## src/rtl/sc_spi_arb.sv

```systemverilog
// Round-robin arbiter that shares one SPI engine between NREQ requesters, keeping
// the engine locked to a single requester for the whole multi-word transaction.
module sc_spi_arb #(
  parameter int NREQ    = 4,
  parameter int TIMEOUT = 65535
) (
  input  logic               SYSCLK,
  input  logic               SYSRST,
  input  logic [NREQ-1:0]    REQ,
  input  logic [NREQ*32-1:0] REQ_DATA,
  input  logic [NREQ-1:0]    REQ_LAST,
  output logic [NREQ-1:0]    ACK,
  output logic [NREQ-1:0]    RSP_VALID,
  output logic [31:0]        RSP_DATA,
  output logic               RSP_ERR,
  output logic [NREQ-1:0]    GNT,
  output logic               ARB_BUSY,
  output logic               ENG_TXSTART,
  output logic [31:0]        ENG_TXDATA,
  output logic               ENG_CSEXTEND,
  input  logic               ENG_SPIBUSY,
  input  logic               ENG_SPICOMPLETE,
  input  logic [31:0]        ENG_RXDATA
);

  localparam int IW = $clog2(NREQ);

  typedef enum logic [1:0] {
    S_IDLE = 2'd0,
    S_WAIT = 2'd1,
    S_NEXT = 2'd2
  } state_t;

  state_t          r_state,     w_state_next;
  logic [IW-1:0]   r_pri,       w_pri_next;
  logic [IW-1:0]   r_owner,     w_owner_next;
  logic [15:0]     r_cnt,       w_cnt_next;
  logic            r_last,      w_last_next;
  logic [NREQ-1:0] r_ack,       w_ack_next;
  logic [NREQ-1:0] r_rsp_valid, w_rsp_valid_next;
  logic [31:0]     r_rsp_data,  w_rsp_data_next;
  logic            r_rsp_err,   w_rsp_err_next;
  logic            r_txstart,   w_txstart_next;
  logic [31:0]     r_txdata,    w_txdata_next;
  logic            r_csext,     w_csext_next;

  logic [IW-1:0]   w_win;
  logic            w_found;
  logic [IW-1:0]   w_owner_inc;
  logic            w_issue;
  logic [IW-1:0]   w_issue_sel;
  int              w_idx;

  // First asserted request at or after the round-robin pointer, wrapping modulo NREQ.
  always_comb begin
    w_found = 1'b0;
    w_win   = r_pri;
    w_idx   = 0;
    for (int k = 0; k < NREQ; k++) begin
      w_idx = int'(r_pri) + k;
      if (w_idx >= NREQ) w_idx = w_idx - NREQ;
      if (!w_found && REQ[IW'(w_idx)]) begin
        w_found = 1'b1;
        w_win   = IW'(w_idx);
      end
    end
  end

  assign w_owner_inc = (r_owner == IW'(NREQ - 1)) ? '0 : r_owner + IW'(1);

  always_comb begin
    w_state_next     = r_state;
    w_pri_next       = r_pri;
    w_owner_next     = r_owner;
    w_cnt_next       = r_cnt;
    w_last_next      = r_last;
    w_ack_next       = '0;
    w_rsp_valid_next = '0;
    w_rsp_data_next  = r_rsp_data;
    w_rsp_err_next   = r_rsp_err;
    w_txstart_next   = 1'b0;
    w_txdata_next    = r_txdata;
    w_csext_next     = r_csext;
    w_issue          = 1'b0;
    w_issue_sel      = r_owner;

    unique case (r_state)
      S_IDLE: begin
        if (w_found && !ENG_SPIBUSY) begin
          w_issue     = 1'b1;
          w_issue_sel = w_win;
        end
      end
      S_WAIT: begin
        // A completion on the expiry cycle still counts as a good word.
        if (ENG_SPICOMPLETE) begin
          w_rsp_valid_next[r_owner] = 1'b1;
          w_rsp_data_next           = ENG_RXDATA;
          w_rsp_err_next            = 1'b0;
          if (r_last) begin
            w_pri_next   = w_owner_inc;
            w_state_next = S_IDLE;
          end else begin
            w_state_next = S_NEXT;
          end
        end else if (r_cnt == 16'(TIMEOUT - 1)) begin
          w_rsp_valid_next[r_owner] = 1'b1;
          w_rsp_data_next           = '0;
          w_rsp_err_next            = 1'b1;
          w_pri_next                = w_owner_inc;
          w_state_next              = S_IDLE;
        end else begin
          w_cnt_next = r_cnt + 16'd1;
        end
      end
      S_NEXT: begin
        if (REQ[r_owner] && !ENG_SPIBUSY) begin
          w_issue     = 1'b1;
          w_issue_sel = r_owner;
        end
      end
      default: w_state_next = S_IDLE;
    endcase

    if (w_issue) begin
      w_txdata_next            = REQ_DATA[32*w_issue_sel +: 32];
      w_csext_next             = ~REQ_LAST[w_issue_sel];
      w_last_next              = REQ_LAST[w_issue_sel];
      w_txstart_next           = 1'b1;
      w_ack_next[w_issue_sel]  = 1'b1;
      w_owner_next             = w_issue_sel;
      w_cnt_next               = '0;
      w_state_next             = S_WAIT;
    end
  end

  always_ff @(posedge SYSCLK or posedge SYSRST) begin
    if (SYSRST) begin
      r_state     <= S_IDLE;
      r_pri       <= '0;
      r_owner     <= '0;
      r_cnt       <= '0;
      r_last      <= 1'b0;
      r_ack       <= '0;
      r_rsp_valid <= '0;
      r_rsp_data  <= '0;
      r_rsp_err   <= 1'b0;
      r_txstart   <= 1'b0;
      r_txdata    <= '0;
      r_csext     <= 1'b0;
    end else begin
      r_state     <= w_state_next;
      r_pri       <= w_pri_next;
      r_owner     <= w_owner_next;
      r_cnt       <= w_cnt_next;
      r_last      <= w_last_next;
      r_ack       <= w_ack_next;
      r_rsp_valid <= w_rsp_valid_next;
      r_rsp_data  <= w_rsp_data_next;
      r_rsp_err   <= w_rsp_err_next;
      r_txstart   <= w_txstart_next;
      r_txdata    <= w_txdata_next;
      r_csext     <= w_csext_next;
    end
  end

  for (genvar gi = 0; gi < NREQ; gi++) begin : g_gnt
    assign GNT[gi] = (r_state != S_IDLE) && (r_owner == IW'(gi));
  end

  assign ARB_BUSY     = (r_state != S_IDLE);
  assign ACK          = r_ack;
  assign RSP_VALID    = r_rsp_valid;
  assign RSP_DATA     = r_rsp_data;
  assign RSP_ERR      = r_rsp_err;
  assign ENG_TXSTART  = r_txstart;
  assign ENG_TXDATA   = r_txdata;
  assign ENG_CSEXTEND = r_csext;

endmodule

```

## config.mk

```make
export PLATFORM = sky130hd
export DESIGN_NAME = sc_spi_arb
export DESIGN_NICKNAME = d
export VERILOG_FILES = /design/src/rtl/sc_spi_arb.sv
export SDC_FILE = /design/constraint.sdc
export NUM_CORES = 1
export LEC_CHECK = 0
export ABC_AREA = 1
export CORE_MARGIN = 2
export CORE_UTILIZATION = 43
export DETAILED_ROUTE_END_ITERATION = 8
export MAX_ROUTING_LAYER = met4
export PLACE_DENSITY = 0.82
export SYNTH_ARGS = -nofsm -noshare
export SYNTH_HDL_FRONTEND = slang
export SYNTH_SLANG_ARGS = --single-unit
```

## constraint.sdc

```tcl
create_clock -name SYSCLK -period 4.1 [get_ports SYSCLK]
set_clock_uncertainty 0.05 [all_clocks]
set_input_delay 1.23 -clock SYSCLK [delete_from_list [all_inputs] [get_ports SYSCLK]]
set_output_delay 1.23 -clock SYSCLK [all_outputs]
set_load 0.01 [all_outputs]
```

==> results.rst, run 1 <==
.. list-table::
   :header-rows: 1

   * - Metric
     - Value
   * - Outcome
     - finished, final reports clean
   * - Sequential area share after synthesis
     - 0.430
   * - Slew headroom
     - 0.559
   * - Final Critical Period
     - ~3.4 ns
   * - Crit path max-delay cell type
     - buf_4
   * - Dominant delay contributor by cell family on the critical path
     - simple AND/OR/NAND/NOR gates
   * - Critical path startpoint category
     - input pin
   * - Fraction of final layout cells sized beyond drive strength 1
     - 0.0443
   * - Area share of the leading cell type in the synthesized netlist
     - 0.430
   * - I/O Pins
     - roughly 250
   * - Buffers from clock root to sink, at most
     - 2
   * - Overall fraction of global-route tracks in use
     - 0.258
   * - Vertical extent of the die
     - between 100 and 150 microns
   * - Post-detailed-route via-to-cell ratio
     - roughly 5.0
   * - Combinational fraction of design power
     - 0.587
   * - Effective utilization at floorplan
     - 0.436
   * - Arrival time at the worst endpoint
     - roughly 3.6 ns
   * - Critical Path End Type
     - register
   * - Number of diodes added for antenna fixing
     - 0
   * - Die Outline Area
     - 14,200 sq um
   * - Iteration-0 DRC count of the detailed router
     - between 400 and 500
   * - Number of placement rows
     - 42
   * - Vias in the first global route
     - 5,816
   * - Resized cells post-CTS
     - 0
   * - Grt total ovfl
     - 0
   * - Bufs and invs on worst path
     - 3
   * - Global-route wire length before repair
     - about 29,000 microns
   * - Number of CTS-inserted buffers
     - 9
   * - Switching fraction of total power
     - 0.435
   * - Setup repair bufs after CTS
     - 0
   * - Max frequency
     - 0.296 GHz
   * - Pin count of the biggest net entering global routing
     - 67
   * - Area added between synthesis and finish
     - 51.5%
   * - Crit-path max cell delay
     - between 0.5 and 0.6 ns
   * - P_int
     - between 3 and 4 mW
   * - Endpoint required time on the critical path
     - about 4.3 ns
   * - Total wire length after detailed routing
     - ~18,000 microns
   * - Layout Nets
     - 1,213
   * - Number of clock sinks seen by CTS
     - 98
   * - Worst vdd rail ir drop
     - around 0.0003 V
   * - Detail Route Antenna Nets
     - 0
   * - Worst Min Path Start
     - ENG_TXDATA[6]$_DFFE_PP0N_
   * - Aggregate negative setup slack
     - 0 ns
   * - Detailed-routing iteration count for the pre-antenna-repair pass
     - 5
   * - Leak pwr
     - between 4 and 5 nW
   * - Antenna violations before repair
     - 0
   * - Cell breakdown of the critical path
     - clkdlybuf4s50_1, inv_1, nand2_1, nand3_1, nand2_1, nor2_4, nand2_2, nor2_1, nor2_1, nand2_2, buf_4, nand3_1, nand2_1, nand2_1, nand2_1, nand2_1, nand2_1
   * - GPL Wtd Cong
     - roughly 0.9
   * - Pins over their slew limit
     - 0
   * - Avg Inst Size Synth
     - about 7.1 sq um
   * - Final Hold Violating Endpoints
     - 0
   * - Per-cell routed wire length
     - 14.6 microns
   * - Launch point of the worst reg-to-reg path
     - r_pri[0]$_DFFE_PP0P_
   * - Net switching power of the design
     - roughly 2.7 mW
   * - Deepest level of the CTS H-tree
     - 3
   * - Final setup violation count
     - 0
   * - Dominant cells by area after synthesis
     - dfrtp_1 43%, nand2_1 27%, nand3_1 7.6%, a22o_1 4.9%, nor2_1 2.3%
   * - Placed wire-length estimate after detailed placement
     - around 13,000 microns
   * - Power density over cell area
     - ~710 nW/um^2
   * - Cell type with the highest aggregate area in the netlist
     - dfrtp_1
   * - Post-synth design cell area
     - 5700 sq um
   * - Part of the power in the clock network
     - 0.158
   * - Placeable core region
     - approximately 13,000 sq um
   * - Count of unresolved DRC violations after routing
     - 0
   * - Total of flip-flops plus latches after synthesis
     - 98
   * - TritonCTS clock tree
     - done
   * - Setup repair after global routing missed its margin
     - false
   * - Critical path startpoint
     - REQ[1]
   * - Syn_nets
     - 985
   * - Maximum capacitance violations
     - 0
   * - Count of input and output buffers
     - 251
   * - FF-to-FF setup slack
     - 1.32 ns
   * - Syn. warnings
     - 0
   * - Hold Path Class
     - register to register
   * - Library cell used as clock root buffer
     - clkbuf_16
   * - Clock-pin slew of the registers on the worst-case setup and hold paths
     - 0.07 ns
   * - Clock insertion delay at the later pin of the skew report
     - 0.35 ns
   * - Measured slew at the worst slew-check pin
     - 0.662 ns
   * - Most frequent cell on the critical path
     - nand2_1
   * - Cell count after synthesis
     - between 800 and 900
   * - Relative contribution of sequential cells to total power
     - 0.255
   * - Number of vias in the routed layout
     - ~6,000
   * - Final clock period utilization by the worst path
     - 0.824
   * - Number of buffers inserted for hold repair after clock tree synthesis
     - 0
   * - Placed instance area
     - 8290 sq um
   * - Worst setup path category
     - input pin to register
   * - Crit-path max FO
     - 66
   * - Post-layout instance area
     - between 8000 and 9000 sq um
   * - Post-synthesis cell type count
     - 31
   * - X dimension of the die
     - ~120 microns
[cell usage after synthesis (all sizes together)]
master  count
xnor2       3
dfrtp      98
inv        34
o31ai       5
nand3b      1
nand2     415
nor2       37
xor2        3
nor4        3
a21oi      11
clkbuf      8
clkinv      1
o22ai       1
ha          6
nand4       5
a22o       32
nor3        8
nand3      87
nor3b       2
buf        37
o21ai      10
[sequential cells by signal (all words and copies together), names as in the netlist, 2 cells and up]
| register | count |
|---|---|
| ENG_TXDATA | 32 |
| r_pri | 2 |
| RSP_DATA | 32 |
| r_owner | 2 |
| r_state | 2 |
| ACK | 4 |
| RSP_VALID | 4 |
| r_cnt | 16 |
[worst paths after layout]
kind                                        endpoint  cells past startpoint
setup / recovery           ENG_TXDATA[5]$_DFFE_PP0N_                     17
hold / removal             ENG_TXDATA[6]$_DFFE_PP0N_                      2
min in group asynchronous    RSP_DATA[7]$_DFFE_PP0P_                      2
setup reg to reg           ENG_TXDATA[5]$_DFFE_PP0N_                     17
hold reg to reg            ENG_TXDATA[6]$_DFFE_PP0N_                      2
max in group asynchronous   RSP_DATA[28]$_DFFE_PP0P_                      3
[logic make-up after synthesis]
kind of cell / Yosys count / synth area share
AND/OR/NAND/NOR: 558 / 0.403
flip-flops: 98 / 0.430
buffers and inverters: 80 / 0.0674
AO/OA/AOI/OAI: 59 / 0.0773
XOR/XNOR: 6 / 0.00922
adder cells (fa/ha/maj): 6 / 0.0132
[routing by layer]
layer	global-route usage	vias to the layer above	wire length [microns]
met5	-	-	0
li1	-	3031	-
met1	0.321	2739	7490
met4	0.0990	0	516
met2	0.415	279	8290
met3	0.0546	37	1390
[cell type report]
cell class / count / area (sq um)
repair buffers: 262 / 2620
well taps: 176 / 220
fillers: 1120 / 4450
inverters: 35 / 134
flip-flops and latches: 98 / 2450
clock inverters: 5 / 103
multi-input cells: 629 / 2870
clock buffers: 10 / 239
[cell usage in the layout (no fill, tap or decap), types with 6 or more instances in the layout]
cell type and n:
ha_1 6, dfrtp_1 98, nand3_1 87, clkdlybuf4s50_1 251, nand2_1 407, o21ai_0 9, a22o_1 32, a21oi_1 11
nor3_1 7, nor2_1 34, buf_4 9, nand2_2 7, clkbuf_16 9, inv_1 28
[worst reg2reg max path, delay by kind of cell (launching register included)]
kind / cells / cell delay [ns]
buf+inv: 2 / 0.72
simple gates: 15 / 1.40
flops: 1 / 0.58
[power groups by stage]
stage          Sequential [mW]  Combinational, mW  Clock [mW]
2_1_floorplan             1.70               2.17           0
3_3_place_gp              1.58               3.57           0
3_5_place_dp              1.58               3.61           0
4_1_cts                   1.57               3.63       0.982
5_1_grt                   1.62               4.02        1.03
6_report                  1.57               3.62       0.971
[metrics by stage]
step	cells	utilization	total power, mW	hold WS (ns)	worst slack, ns
after global placement	1200	0.634	5.15	0.412	0.465
after CTS	1215	0.660	6.19	0.433	0.757
after floorplan	807	-	3.87	0.400	0.258
final	1215	0.660	6.17	0.429	0.720
after detailed placement	1200	0.634	5.19	0.415	0.399
after global routing	1215	0.660	6.66	0.446	0.467
(Power assumes the default switching activity.)
==> run 2: changes to the inputs <==
--- a/config.mk
+++ b/config.mk
@@ -7,10 +7,10 @@
 export LEC_CHECK = 0
 export ABC_AREA = 1
 export CORE_MARGIN = 2
-export CORE_UTILIZATION = 43
+export CORE_UTILIZATION = 39
 export DETAILED_ROUTE_END_ITERATION = 8
 export MAX_ROUTING_LAYER = met4
-export PLACE_DENSITY = 0.82
+export PLACE_DENSITY = 0.78
 export SYNTH_ARGS = -nofsm -noshare
 export SYNTH_HDL_FRONTEND = slang
 export SYNTH_SLANG_ARGS = --single-unit
==> constraint.sdc (replaced) <==
create_clock -name SYSCLK -period 3.1 [get_ports SYSCLK]
set_clock_uncertainty 0.05 [all_clocks]
set_input_delay 0.93 -clock SYSCLK [delete_from_list [all_inputs] [get_ports SYSCLK]]
set_output_delay 0.93 -clock SYSCLK [all_outputs]
set_load 0.01 [all_outputs]
==> results.rst, run 2 (synthesis gave the netlist of run 1 again) <==
.. list-table::
   :header-rows: 1

   * - Metric
     - Value
   * - Effective utilization at floorplan
     - 0.395 (was 0.436)
   * - Measured slew at the worst slew-check pin
     - 0.501 ns (was 0.662 ns)
   * - Fill count
     - 1,341 (was 1,120)
   * - Vias in the first global route
     - 5,910 (was 5,816)
   * - Number of standard cells in the final layout excluding fillers
     - 1,239 (was 1,215)
   * - Antenna violations before repair
     - 1 (was 0)
   * - Number of cells in the design after placement
     - 1,222 (was 1,200)
   * - Number of clock sinks seen by CTS
     - 98 (unchanged)
   * - Buffers from clock root to sink, at most
     - 2 (unchanged)
   * - Resized cells post-CTS
     - 0 (unchanged)
   * - Final Hold Violating Endpoints
     - 0 (unchanged)
   * - Pins over their slew limit
     - 0 (unchanged)
   * - Library cell used as clock root buffer
     - clkbuf_16 (unchanged)
   * - Final clock period utilization by the worst path
     - 0.938
   * - Hold slack
     - 0.428 ns (was 0.429 ns)
   * - Commonest non-fill, non-tap cell in the layout
     - nand2_1 (unchanged)
   * - Deepest level of the CTS H-tree
     - 3 (unchanged)
   * - Area added between synthesis and finish
     - 53.8% (was 51.5%)
   * - Number of placement rows
     - 44 (was 42)
   * - Setup repair after global routing missed its margin
     - false (unchanged)
   * - Layout Nets
     - 1,227 (was 1,213)
   * - Slew headroom
     - 0.663 (was 0.559)
   * - Final Critical Period
     - roughly 2.9 ns
   * - X dimension of the die
     - 125 microns (was 119 microns)
   * - Most frequent cells in the layout
     - 407 x nand2_1, 251 x clkdlybuf4s50_1, 98 x dfrtp_1 (unchanged)
   * - Clock-pin slew of the registers on the worst-case setup and hold paths
     - 0.07 ns (about the same)
   * - Count of unresolved DRC violations after routing
     - 0 (unchanged)
   * - Detailed-routing iteration count for the pre-antenna-repair pass
     - 5 (unchanged)
   * - Critical path startpoint category
     - register (was input pin)
   * - Post-detailed-route via-to-cell ratio
     - 4.91 (was 5.01)
   * - Post-layout total power
     - 8.27 mW (was 6.17 mW)
   * - Number of buffers inserted for hold repair after clock tree synthesis
     - 0 (unchanged)
   * - Number of cell instances on the worst register-to-register path
     - 16 (was 17)
   * - Total wire length after detailed routing
     - 18,100 microns (was 17,700 microns)
   * - Aggregate negative setup slack
     - 0 ns (unchanged)
   * - Maximum capacitance violations
     - 0 (unchanged)
   * - TritonCTS clock tree
     - done (unchanged)
   * - Pin count of the biggest net entering global routing
     - 68 (was 67)
   * - Hold Path Cell Cnt
     - 2 (unchanged)
   * - Number of CTS-inserted buffers
     - 9 (unchanged)
   * - Arrival time at the worst endpoint
     - 1.93 ns (was 3.62 ns)
   * - I/O Pins
     - 252 (unchanged)
   * - Outcome
     - finished, final reports clean (unchanged)
   * - Iteration-0 DRC count of the detailed router
     - 324 (was 404)
   * - Placed wire-length estimate after detailed placement
     - 13,700 microns (was 12,800 microns)
   * - Vertical extent of the die
     - 125 microns (was 119 microns)
   * - Global-route wire length before repair
     - 29,900 microns (was 28,500 microns)
   * - Number of vias in the routed layout
     - 6,087 (was 6,086)
   * - Count of input and output buffers
     - 251 (unchanged)
   * - Die Outline Area
     - 15,600 sq um (was 14,200 sq um)
   * - Crit-path max FO
     - 6 (was 66)
   * - Fraction of final layout cells sized beyond drive strength 1
     - 0.0579 (was 0.0443)
   * - Worst setup path category
     - register to output port (was input pin to register)
   * - Grt total ovfl
     - 0 (unchanged)
   * - Setup repair bufs after CTS
     - 0 (unchanged)
   * - Detail Route Antenna Nets
     - 0 (unchanged)
   * - Clock insertion delay at the later pin of the skew report
     - 0.35 ns (about the same)
   * - Critical Path End Type
     - output port (was register)
   * - Final setup violation count
     - 0 (unchanged)
   * - Endpoint required time on the critical path
     - 2.12 ns (was 4.34 ns)
   * - Final Util
     - 0.608 (was 0.660)
   * - Power density over cell area
     - 944 nW/um^2 (was 714 nW/um^2)
   * - Worst vdd rail ir drop
     - 0.000611 V (was 0.000304 V)
   * - Max frequency
     - around 0.34 GHz
   * - Placeable core region
     - 14,400 sq um (was 13,100 sq um)
   * - Overall fraction of global-route tracks in use
     - 0.242 (was 0.258)
   * - Leak pwr
     - 4.33 nW (was 4.26 nW)
   * - GPL Wtd Cong
     - 0.923 (was 0.919)
   * - Per-cell routed wire length
     - 14.6 microns (about the same)
   * - Hold Path Class
     - register to register (unchanged)
[run 2: through the flow]
stage	setup WS (ns)	cell area, sq um
after floorplan	0.683	5700
after global routing	0.0564	8770
final	0.192	8770
after global placement	0.0410	8460
after detailed placement	0.0314	8460
after CTS	0.173	8760
[run 2: report_power, final]
part / internal (mW) / switching, mW / leakage (nW) / total (mW)
Combinational: 2.23 / 2.82 / 2.92 / 5.05
Sequential: 1.78 / 0.309 / 1.26 / 2.08
Clock: 0.665 / 0.473 / 0.151 / 1.14
Total: 4.67 / 3.60 / 4.33 / 8.27
[run 2: per-layer routing]
layer  share of wire  track usage  up-vias  routed length (microns)
met5               0            -        -                        0
met4           0.026       0.0876        0                      471
met3           0.072       0.0464       29                     1310
met2            0.48        0.392      260                     8620
met1            0.43        0.305     2732                     7730
li1                -            -     3066                        -
[run 2: area by class of cell]
class | count | area [sq um] | share of cell area
Clock buffer | 11 | 253 | 0.0288
Tap cell | 184 | 230 | 0.0263
Multi-Input combinational cell | 629 | 2870 | 0.327
Inverter | 35 | 135 | 0.0154
Sequential cell | 98 | 2450 | 0.280
Antenna cell | 1 | 2.50 | 0.000285
Timing Repair Buffer | 276 | 2780 | 0.317
Clock inverter | 5 | 52.6 | 0.00599
[run 2: final timing paths]
kind                                             from                    endpoint  slack (ns)
setup / recovery               r_owner[0]$_DFFE_PP0N_                      GNT[2]        0.19
hold / removal             ENG_TXDATA[18]$_DFFE_PP0N_  ENG_TXDATA[18]$_DFFE_PP0N_        0.43
setup reg to reg                 r_pri[0]$_DFFE_PP0P_   ENG_TXDATA[4]$_DFFE_PP0N_        0.65
hold reg to reg            ENG_TXDATA[18]$_DFFE_PP0N_  ENG_TXDATA[18]$_DFFE_PP0N_        0.43
max in group asynchronous                      SYSRST       r_cnt[14]$_DFFE_PP0P_        1.57
min in group asynchronous                      SYSRST    RSP_DATA[20]$_DFFE_PP0P_        0.83
[run 2: worst max-delay path, cell delays in order (launching register included)]
cell and delay, ns:
dfrtp_1 0.44, inv_1 0.21, ha_1 0.19, inv_1 0.06, nor2_1 0.13, clkdlybuf4s50_1 0.56
